## src/rtl/pm_dc_shifter.sv

```systemverilog
// Pixel-matrix digital-configuration shifter.
// Captures one per-pixel configuration word and streams it serially, MSB first,
// once for every pixel in the chain (far pixel first). Each bit gets a low and
// a high pm_sclk phase of HALF_PERIOD system cycles. A pm_latch strobe follows
// the last bit, then a one-cycle done pulse. Every output is a flop whose next
// value is derived from the next FSM state, so outputs track the state register.
module pm_dc_shifter #(
    parameter int PIXELS      = 4,
    parameter int CFG_BITS    = 8,
    parameter int HALF_PERIOD = 2
) (
    input  logic                clk,
    input  logic                rst,
    input  logic                start,
    input  logic                abort,
    input  logic [CFG_BITS-1:0] cfg_word,
    output logic                pm_sclk,
    output logic                pm_sdata,
    output logic                pm_latch,
    output logic                busy,
    output logic                done
);

    localparam int N  = PIXELS * CFG_BITS;
    localparam int PW = $clog2(HALF_PERIOD) + 1;
    localparam int BW = $clog2(N) + 1;

    localparam logic [PW-1:0] PHASE_LAST = PW'(HALF_PERIOD - 1);
    localparam logic [BW-1:0] BIT_LAST   = BW'(N - 1);

    typedef enum logic [2:0] {
        IDLE     = 3'd0,
        SHIFT_LO = 3'd1,
        SHIFT_HI = 3'd2,
        LATCH    = 3'd3,
        DONE     = 3'd4
    } state_t;

    state_t              state_q, state_d;
    logic [PW-1:0]       phase_q, phase_d;
    logic [BW-1:0]       bit_q,   bit_d;
    logic [CFG_BITS-1:0] shadow_q, shadow_d;

    logic sclk_q,  sclk_d;
    logic sdata_q, sdata_d;
    logic latch_q, latch_d;
    logic busy_q,  busy_d;
    logic done_q,  done_d;

    // Set when the next state is a fresh SHIFT_LO; only then may pm_sdata move.
    logic load_bit;
    logic next_bit;

    // Rotate left by one. The shadow is rotated as each bit is issued, so after
    // CFG_BITS bits it holds the original word again, ready for the next pixel.
    // Written with shifts so it also elaborates cleanly for CFG_BITS == 1.
    function automatic logic [CFG_BITS-1:0] rotl1(input logic [CFG_BITS-1:0] v);
        logic [CFG_BITS-1:0] r;
        r = (v << 1) | (v >> (CFG_BITS - 1));
        return r;
    endfunction

    // Next-state, counter and shadow-register logic.
    always_comb begin
        state_d  = state_q;
        phase_d  = phase_q;
        bit_d    = bit_q;
        shadow_d = shadow_q;
        load_bit = 1'b0;
        next_bit = shadow_q[CFG_BITS-1];

        case (state_q)
            IDLE: begin
                // abort is ignored here; start always wins.
                phase_d = '0;
                bit_d   = '0;
                if (start) begin
                    // First bit comes straight from cfg_word; the shadow keeps
                    // the rotated copy so later cfg_word changes have no effect.
                    shadow_d = rotl1(cfg_word);
                    next_bit = cfg_word[CFG_BITS-1];
                    load_bit = 1'b1;
                    state_d  = SHIFT_LO;
                end
            end

            SHIFT_LO: begin
                if (abort) begin
                    state_d = IDLE;
                    phase_d = '0;
                    bit_d   = '0;
                end else if (phase_q == PHASE_LAST) begin
                    phase_d = '0;
                    state_d = SHIFT_HI;
                end else begin
                    phase_d = phase_q + 1'b1;
                end
            end

            SHIFT_HI: begin
                if (abort) begin
                    state_d = IDLE;
                    phase_d = '0;
                    bit_d   = '0;
                end else if (phase_q == PHASE_LAST) begin
                    phase_d = '0;
                    bit_d   = bit_q + 1'b1;
                    if (bit_q == BIT_LAST) begin
                        state_d = LATCH;
                    end else begin
                        shadow_d = rotl1(shadow_q);
                        next_bit = shadow_q[CFG_BITS-1];
                        load_bit = 1'b1;
                        state_d  = SHIFT_LO;
                    end
                end else begin
                    phase_d = phase_q + 1'b1;
                end
            end

            LATCH: begin
                if (abort) begin
                    state_d = IDLE;
                    phase_d = '0;
                    bit_d   = '0;
                end else if (phase_q == PHASE_LAST) begin
                    phase_d = '0;
                    state_d = DONE;
                end else begin
                    phase_d = phase_q + 1'b1;
                end
            end

            DONE: begin
                // start seen here is dropped; the FSM only listens in IDLE.
                state_d = IDLE;
                phase_d = '0;
                bit_d   = '0;
            end

            default: begin
                state_d = IDLE;
                phase_d = '0;
                bit_d   = '0;
            end
        endcase
    end

    // Output decode from the next state, so every output is registered.
    always_comb begin
        sclk_d  = (state_d == SHIFT_HI);
        latch_d = (state_d == LATCH);
        busy_d  = (state_d == SHIFT_LO) || (state_d == SHIFT_HI) || (state_d == LATCH);
        done_d  = (state_d == DONE);
        if (load_bit) begin
            sdata_d = next_bit;
        end else if ((state_d == SHIFT_LO) || (state_d == SHIFT_HI)) begin
            sdata_d = sdata_q;
        end else begin
            sdata_d = 1'b0;
        end
    end

    // State, counter, shadow and output registers; reset overrides everything.
    always_ff @(posedge clk) begin
        if (rst) begin
            state_q  <= IDLE;
            phase_q  <= '0;
            bit_q    <= '0;
            shadow_q <= '0;
            sclk_q   <= 1'b0;
            sdata_q  <= 1'b0;
            latch_q  <= 1'b0;
            busy_q   <= 1'b0;
            done_q   <= 1'b0;
        end else begin
            state_q  <= state_d;
            phase_q  <= phase_d;
            bit_q    <= bit_d;
            shadow_q <= shadow_d;
            sclk_q   <= sclk_d;
            sdata_q  <= sdata_d;
            latch_q  <= latch_d;
            busy_q   <= busy_d;
            done_q   <= done_d;
        end
    end

    assign pm_sclk  = sclk_q;
    assign pm_sdata = sdata_q;
    assign pm_latch = latch_q;
    assign busy     = busy_q;
    assign done     = done_q;

endmodule
```

## config.mk

```make
export PLATFORM = sky130hd
export DESIGN_NAME = pm_dc_shifter
export DESIGN_NICKNAME = d
export VERILOG_FILES = /design/src/rtl/pm_dc_shifter.sv
export SDC_FILE = /design/constraint.sdc
export NUM_CORES = 1
export LEC_CHECK = 0
export CORE_AREA = 10 10 58 60
export CTS_CLUSTER_SIZE = 20
export DETAILED_ROUTE_END_ITERATION = 12
export DIE_AREA = 0 0 68 70
export GPL_TIMING_DRIVEN = 0
export HOLD_SLACK_MARGIN = 0.06
export PLACE_DENSITY = 0.83
export SYNTH_ARGS = -nofsm -noshare
export SYNTH_HDL_FRONTEND = slang
export SYNTH_SLANG_ARGS = --single-unit
```

## constraint.sdc

```tcl
create_clock -name clk -period 4 [get_ports clk]
set_input_delay 0.6 -clock clk [delete_from_list [all_inputs] [get_ports clk]]
set_output_delay 0.6 -clock clk [all_outputs]
set_load 0.005 [all_outputs]
```

---- After elaboration in Yosys (flattened, before gate mapping) ----
Index checks and enable logic that the tools add are counted.
cells by class
  muxes and demuxes ....................... 27
  bitwise gates (word level) .............. 3
  $add $sub $neg .......................... 2
  equality and inequality tests ........... 16
  reduce and logical (&&, ||, !) cells .... 9
operators by type and width
  operator                                                          count
  8-bit 2-to-1 mux                                                  4
  3-bit 2-to-1 mux                                                  7
  6-bit 2-to-1 mux                                                  3
  8-bit by 1-bit OR with 8-bit output                               2
  8-bit case mux with 2 select lines                                1
  3-bit by 2-bit == test with 1-bit output (second input constant)  4
  3-bit case mux with 4 select lines                                1
  6-bit case mux with 2 select lines                                1
  2-bit != test (second input constant)                             5
  1-bit 2-to-1 mux                                                  8
  6-bit by 1-bit adder with 6-bit output (second input constant)    1
  3-bit by 1-bit == test with 1-bit output (second input constant)  2
  6-bit by 5-bit == test with 1-bit output (second input constant)  1
  5-bit AND reduction                                               1
  4-bit OR reduction                                                1
  3-bit == test (second input constant)                             1
  3-bit zero test                                                   1
  3-bit != test (second input constant)                             1
  3-bit OR reduction                                                1
  2-bit by 1-bit adder with 2-bit output (second input constant)    1
  2-bit by 1-bit == test with 1-bit output (second input constant)  1
  1-bit logical OR                                                  2
  2-bit 2-to-1 mux                                                  1
  2-bit by 1-bit != test with 1-bit output (second input constant)  1
  5 further kinds                                                   5
storage, ports and cells
  logic and storage cells ................. 66
  bits of input ports ..................... 12
  bits in registers ....................... 24

---- Depth between registers and ports, before layout ----
  depth in word-level cells ............... 9
  depth in mapped cells ................... 7
  depth with buffers taken out ............ 6

---- Least setup slack after synthesis ----
No wires, ideal clock.
  path kind ............................... reg-to-reg
  start ................................... reg phase_q[0]
  end ..................................... reg bit_q[5]
  library setup time ...................... 71 ps
  data arrival time ....................... 1,531 ps
  buffers on the path ..................... 1
  cell stages (with the launch flop) ...... 7
  path slack .............................. 2,399 ps
  cells stage by stage .................... dfxtp_1 ha_1 nor2b_1 o21a_1 buf_6 or4_4 a21oi_2
on the way
  word-level cells in the longest chain between the ends .. 3
ends and longest elaborated chain
  element                                   line  source
  from (decl)                               40    logic [PW-1:0] phase_q, phase_d;
  from (signal assigned)                    178   phase_q <= phase_d;
  2-bit by 1-bit == test with 1-bit output  105   end else if (phase_q == PHASE_LAST) begin
  3-bit != test (no line)                   --
  2-bit AND reduction (no line)             --
  to (signal assigned)                      179   bit_q <= bit_d;
  to (decl)                                 41    logic [BW-1:0] bit_q, bit_d;
No other way between the ends.
A chain may end at the register's enable or synchronous reset.

---- Worst setup path after layout ----
  start ................................... in abort
  end ..................................... reg sdata_q (netlist: pm_sdata)
on the way
  word-level cells in the longest chain between the ends .. 5
ends and longest elaborated chain
  element                                                                                                      line          source
  from (decl)                                                                                                  15            input logic abort,
  3-bit 2-to-1 mux (on tied branches)                                                                          122, 101, 88
  3-bit case mux with 4 select lines                                                                           72            case (state_q)
  3-bit by 1-bit == test with 1-bit output / 3-bit by 2-bit == test with 1-bit output (equally long branches)  157           end else if ((state_d == SHIFT_LO) || (state_d == SHIFT_HI)) begin
  1-bit logical OR                                                                                             157
  2-bit != test (no line)                                                                                      --
  to (signal assigned)                                                                                         182           sdata_q <= sdata_d;
  to (decl)                                                                                                    45            logic sdata_q, sdata_d;
Several ways; a longest one is shown, not always the timed one.

==> flow_summary.ini <==
[hold_path]
min_path_cells = 1
min_delay_worst_endpoint = phase_q[0]
worstHoldPathType = reg2reg
timing.hold.worst.start = phase_q[0]

[route]
avgRoutedWirePerCell_um = 14.1
drcViolationCount = 0
dr.first_iter.drc_count = 56
vias = 903
antenna_violating_nets_post_route = 0
drt-pass1-iter-count = 4
route.detailed.vias_per_inst = 5.47
drt_wl_total_um = 2330

[final_layout]
fin_nets = 150
most-common-layout-cells = 24 x dfxtp_1, 16 x clkdlybuf4s50_1, 12 x nand2_1, 9 x nor2_1, 8 x mux2i_1
flow.area_growth_from_synthesis_pct = 21.5
instances_no_fill = 165
antenna_cells = 0
final_layout_size_suffix_gt1_share_pct = 7.41
layout_commonest_cell = dfxtp_1

[die]
floorplan.core_area_um2 = 2340
floorplan.die.width_um = 68
floorplan.die_area_um2 = 4760
y_dimension_of_the_die_um = 70
floorplan.initialDensity_pct = 46.5
io_pins = 17
number_of_placement_rows = 18

[clocking]
clock_tree.buffer_depth = 2
cts-hold-fix-buffers = 0
postCtsSetupRepairBufs = 0
worstSkewPairLatency_ns = 0.31
clock_sinks = 24
tritoncts = built
ctsRootBufferMaster = clkbuf_4
cts_resized = 0
number_of_buffers_created_by_cts = 3
htree_levels = 1
clk_pin_slew_ns = 0.13

[placed_design]
dpl.cell_count = 161
numPortBuffers = 16
dp_hpwl_um = 1740
globalplace.congestion = 0.864

[synthesis]
synth.yosys.seq_area_share_pct = 44.1
ys_warn_count = 0
synthFlopType = dfxtp_1
flops_latches_synth = 24
asyncSetResetFlopFracSynth_pct = 0
synth-edff-count = 0
netlist_instances = 115
syn-num-nets = 129
mapped_cell_area_um2 = 1090
syn-mean-instance-area_um2 = 9.48
post_synth_num_cell_types = 36

[power_and_ir_drop]
total_power_mw = 0.437
p_leak_nw = 0.478
worst_ir_drop_vdd_mv = 0.202
power_density_nw_per_um2 = 330

[timing]
grt_setup_unrepaired = false
tightest_slew_ns = 0.725
max_freq_ghz = 0.516
relSlewSlack_pct = 51.5
final.period_utilization_pct = 48.4
clock-skew-final_ns = 0.00316
finalMaxSlewViolations = 0
setup-violations-final = 0
timing.setup.tns_ns = 0
finalHoldViolCount = 0
fin_crit_ns = 1.94

[critical_path]
r2r_endpoint = bit_q[5]
critical_path_rt_ns = 4.22
crit_path_start_kind = input port
setup.worst_path.end_class = register
worst_r2r_startpoint = phase_q[0]
path_class = in2reg
critical_path.max_fanout = 9
worst_r2r_path_depth = 6
worst-endpoint-arrival_ns = 2.16
worst_reg_to_reg_setup_slack_ns = 2.27

[global_route]
grt_max_degree = 14
grt_pass1_vias = 866
number_of_antenna_violations_at_the_first_check_in_global_routing = 0
gr-total-overflow = 0
grt_first_pass_wirelength_um = 3930
gr-usage-all-layers_pct = 10.2

[outcome]
status = complete, no violations

[run]
max_cap_violations = 0
## synth_stat cells, types with 2 or more instances
| library cell | count | area [um^2] |
|---|---|---|
| nor3_1 | 2 | 10.0 |
| nor2_1 | 9 | 33.8 |
| dfxtp_1 | 24 | 480 |
| clkbuf_1 | 2 | 7.51 |
| nor2b_1 | 2 | 12.5 |
| ha_1 | 2 | 25.0 |
| a21oi_1 | 4 | 20.0 |
| mux2i_1 | 8 | 80.1 |
| nand2_1 | 12 | 45.0 |
| buf_6 | 2 | 22.5 |
| o221a_1 | 7 | 78.8 |
| nand3_1 | 3 | 15.0 |
| inv_1 | 6 | 22.5 |
| o31ai_1 | 2 | 15.0 |
| or3_1 | 2 | 12.5 |
| o21a_1 | 3 | 22.5 |
| o21ai_1 | 3 | 15.0 |
| o21ai_0 | 4 | 20.0 |
## routing by layer
metal	GRT usage [%]	share of wire, %	vias to the layer above	wire length, um
li1	-	-	464	-
met4	4.70	0.52	0	12
met3	3.19	5.3	2	124
met1	13.1	47	426	1080
met5	0	0	-	0
met2	14.9	48	11	1110
## worst max-delay path, cell delays in order
cell,delay [ns]
clkdlybuf4s50_1,0.55
and3b_1,0.24
o21a_1,0.14
o21a_1,0.18
buf_6,0.13
o41ai_1,0.31
## report_power, final
part / total (mW) / switching, mW / internal, mW
Sequential: 0.254 / 0.00513 / 0.249
Clock: 0.127 / 0.0713 / 0.0556
Combinational: 0.0558 / 0.0263 / 0.0295
Total: 0.437 / 0.103 / 0.334
## per-stage QoR
| stage | setup slack (ns) | hold WS, ns | util (%) | cell area [um^2] |
|---|---|---|---|---|
| after floorplan | 2.40 | 0.404 | - | 1090 |
| after global placement | 1.77 | 0.413 | 55.0 | 1290 |
| after detailed placement | 1.73 | 0.423 | 55.0 | 1290 |
| after CTS | 2.07 | 0.441 | 56.5 | 1320 |
| after global routing | 1.96 | 0.470 | 56.5 | 1320 |
| final | 2.06 | 0.440 | 56.5 | 1320 |
## state kept, by name (all words and copies together), names as in the netlist
signal and cells:
bit_q 6, done 1, state_q 3, pm_sclk 1, pm_latch 1, pm_sdata 1
shadow_q 8, phase_q 2, busy 1
## worst max path at each step
stage                     startpoint       end  slack [ns]  depth (start not counted)
after floorplan           phase_q[0]  bit_q[5]        2.40                          6
after global placement         abort  pm_sdata        1.77                          6
after detailed placement       abort  pm_sdata        1.73                          6
after CTS                      abort  pm_sdata        2.07                          6
after global routing           abort  pm_sdata        1.96                          6
final                          abort  pm_sdata        2.06                          6
## cell type report
type,instances,area [um^2]
multi-input combinational,80,552
buffer,5,35.0
fill,214,1020
tap,30,37.5
inverter,6,22.5
sequential,24,480
timing repair buffer,16,160
clock buffer,4,36.3
## cells by family (layout without fill, tap and decap cells)
| logic type | count (synthesis) | in the layout | share of synthesized area [%] |
|---|---|---|---|
| mux | 9 | 9 | 8.38 |
| xor+xnor | 1 | 1 | 0.804 |
| compound gates | 31 | 31 | 21.9 |
| simple gates | 37 | 37 | 17.2 |
| flops | 24 | 24 | 44.1 |
| buf+inv | 11 | 31 | 5.28 |
| fa+ha+maj | 2 | 2 | 2.30 |
(Power assumes the default switching activity.)
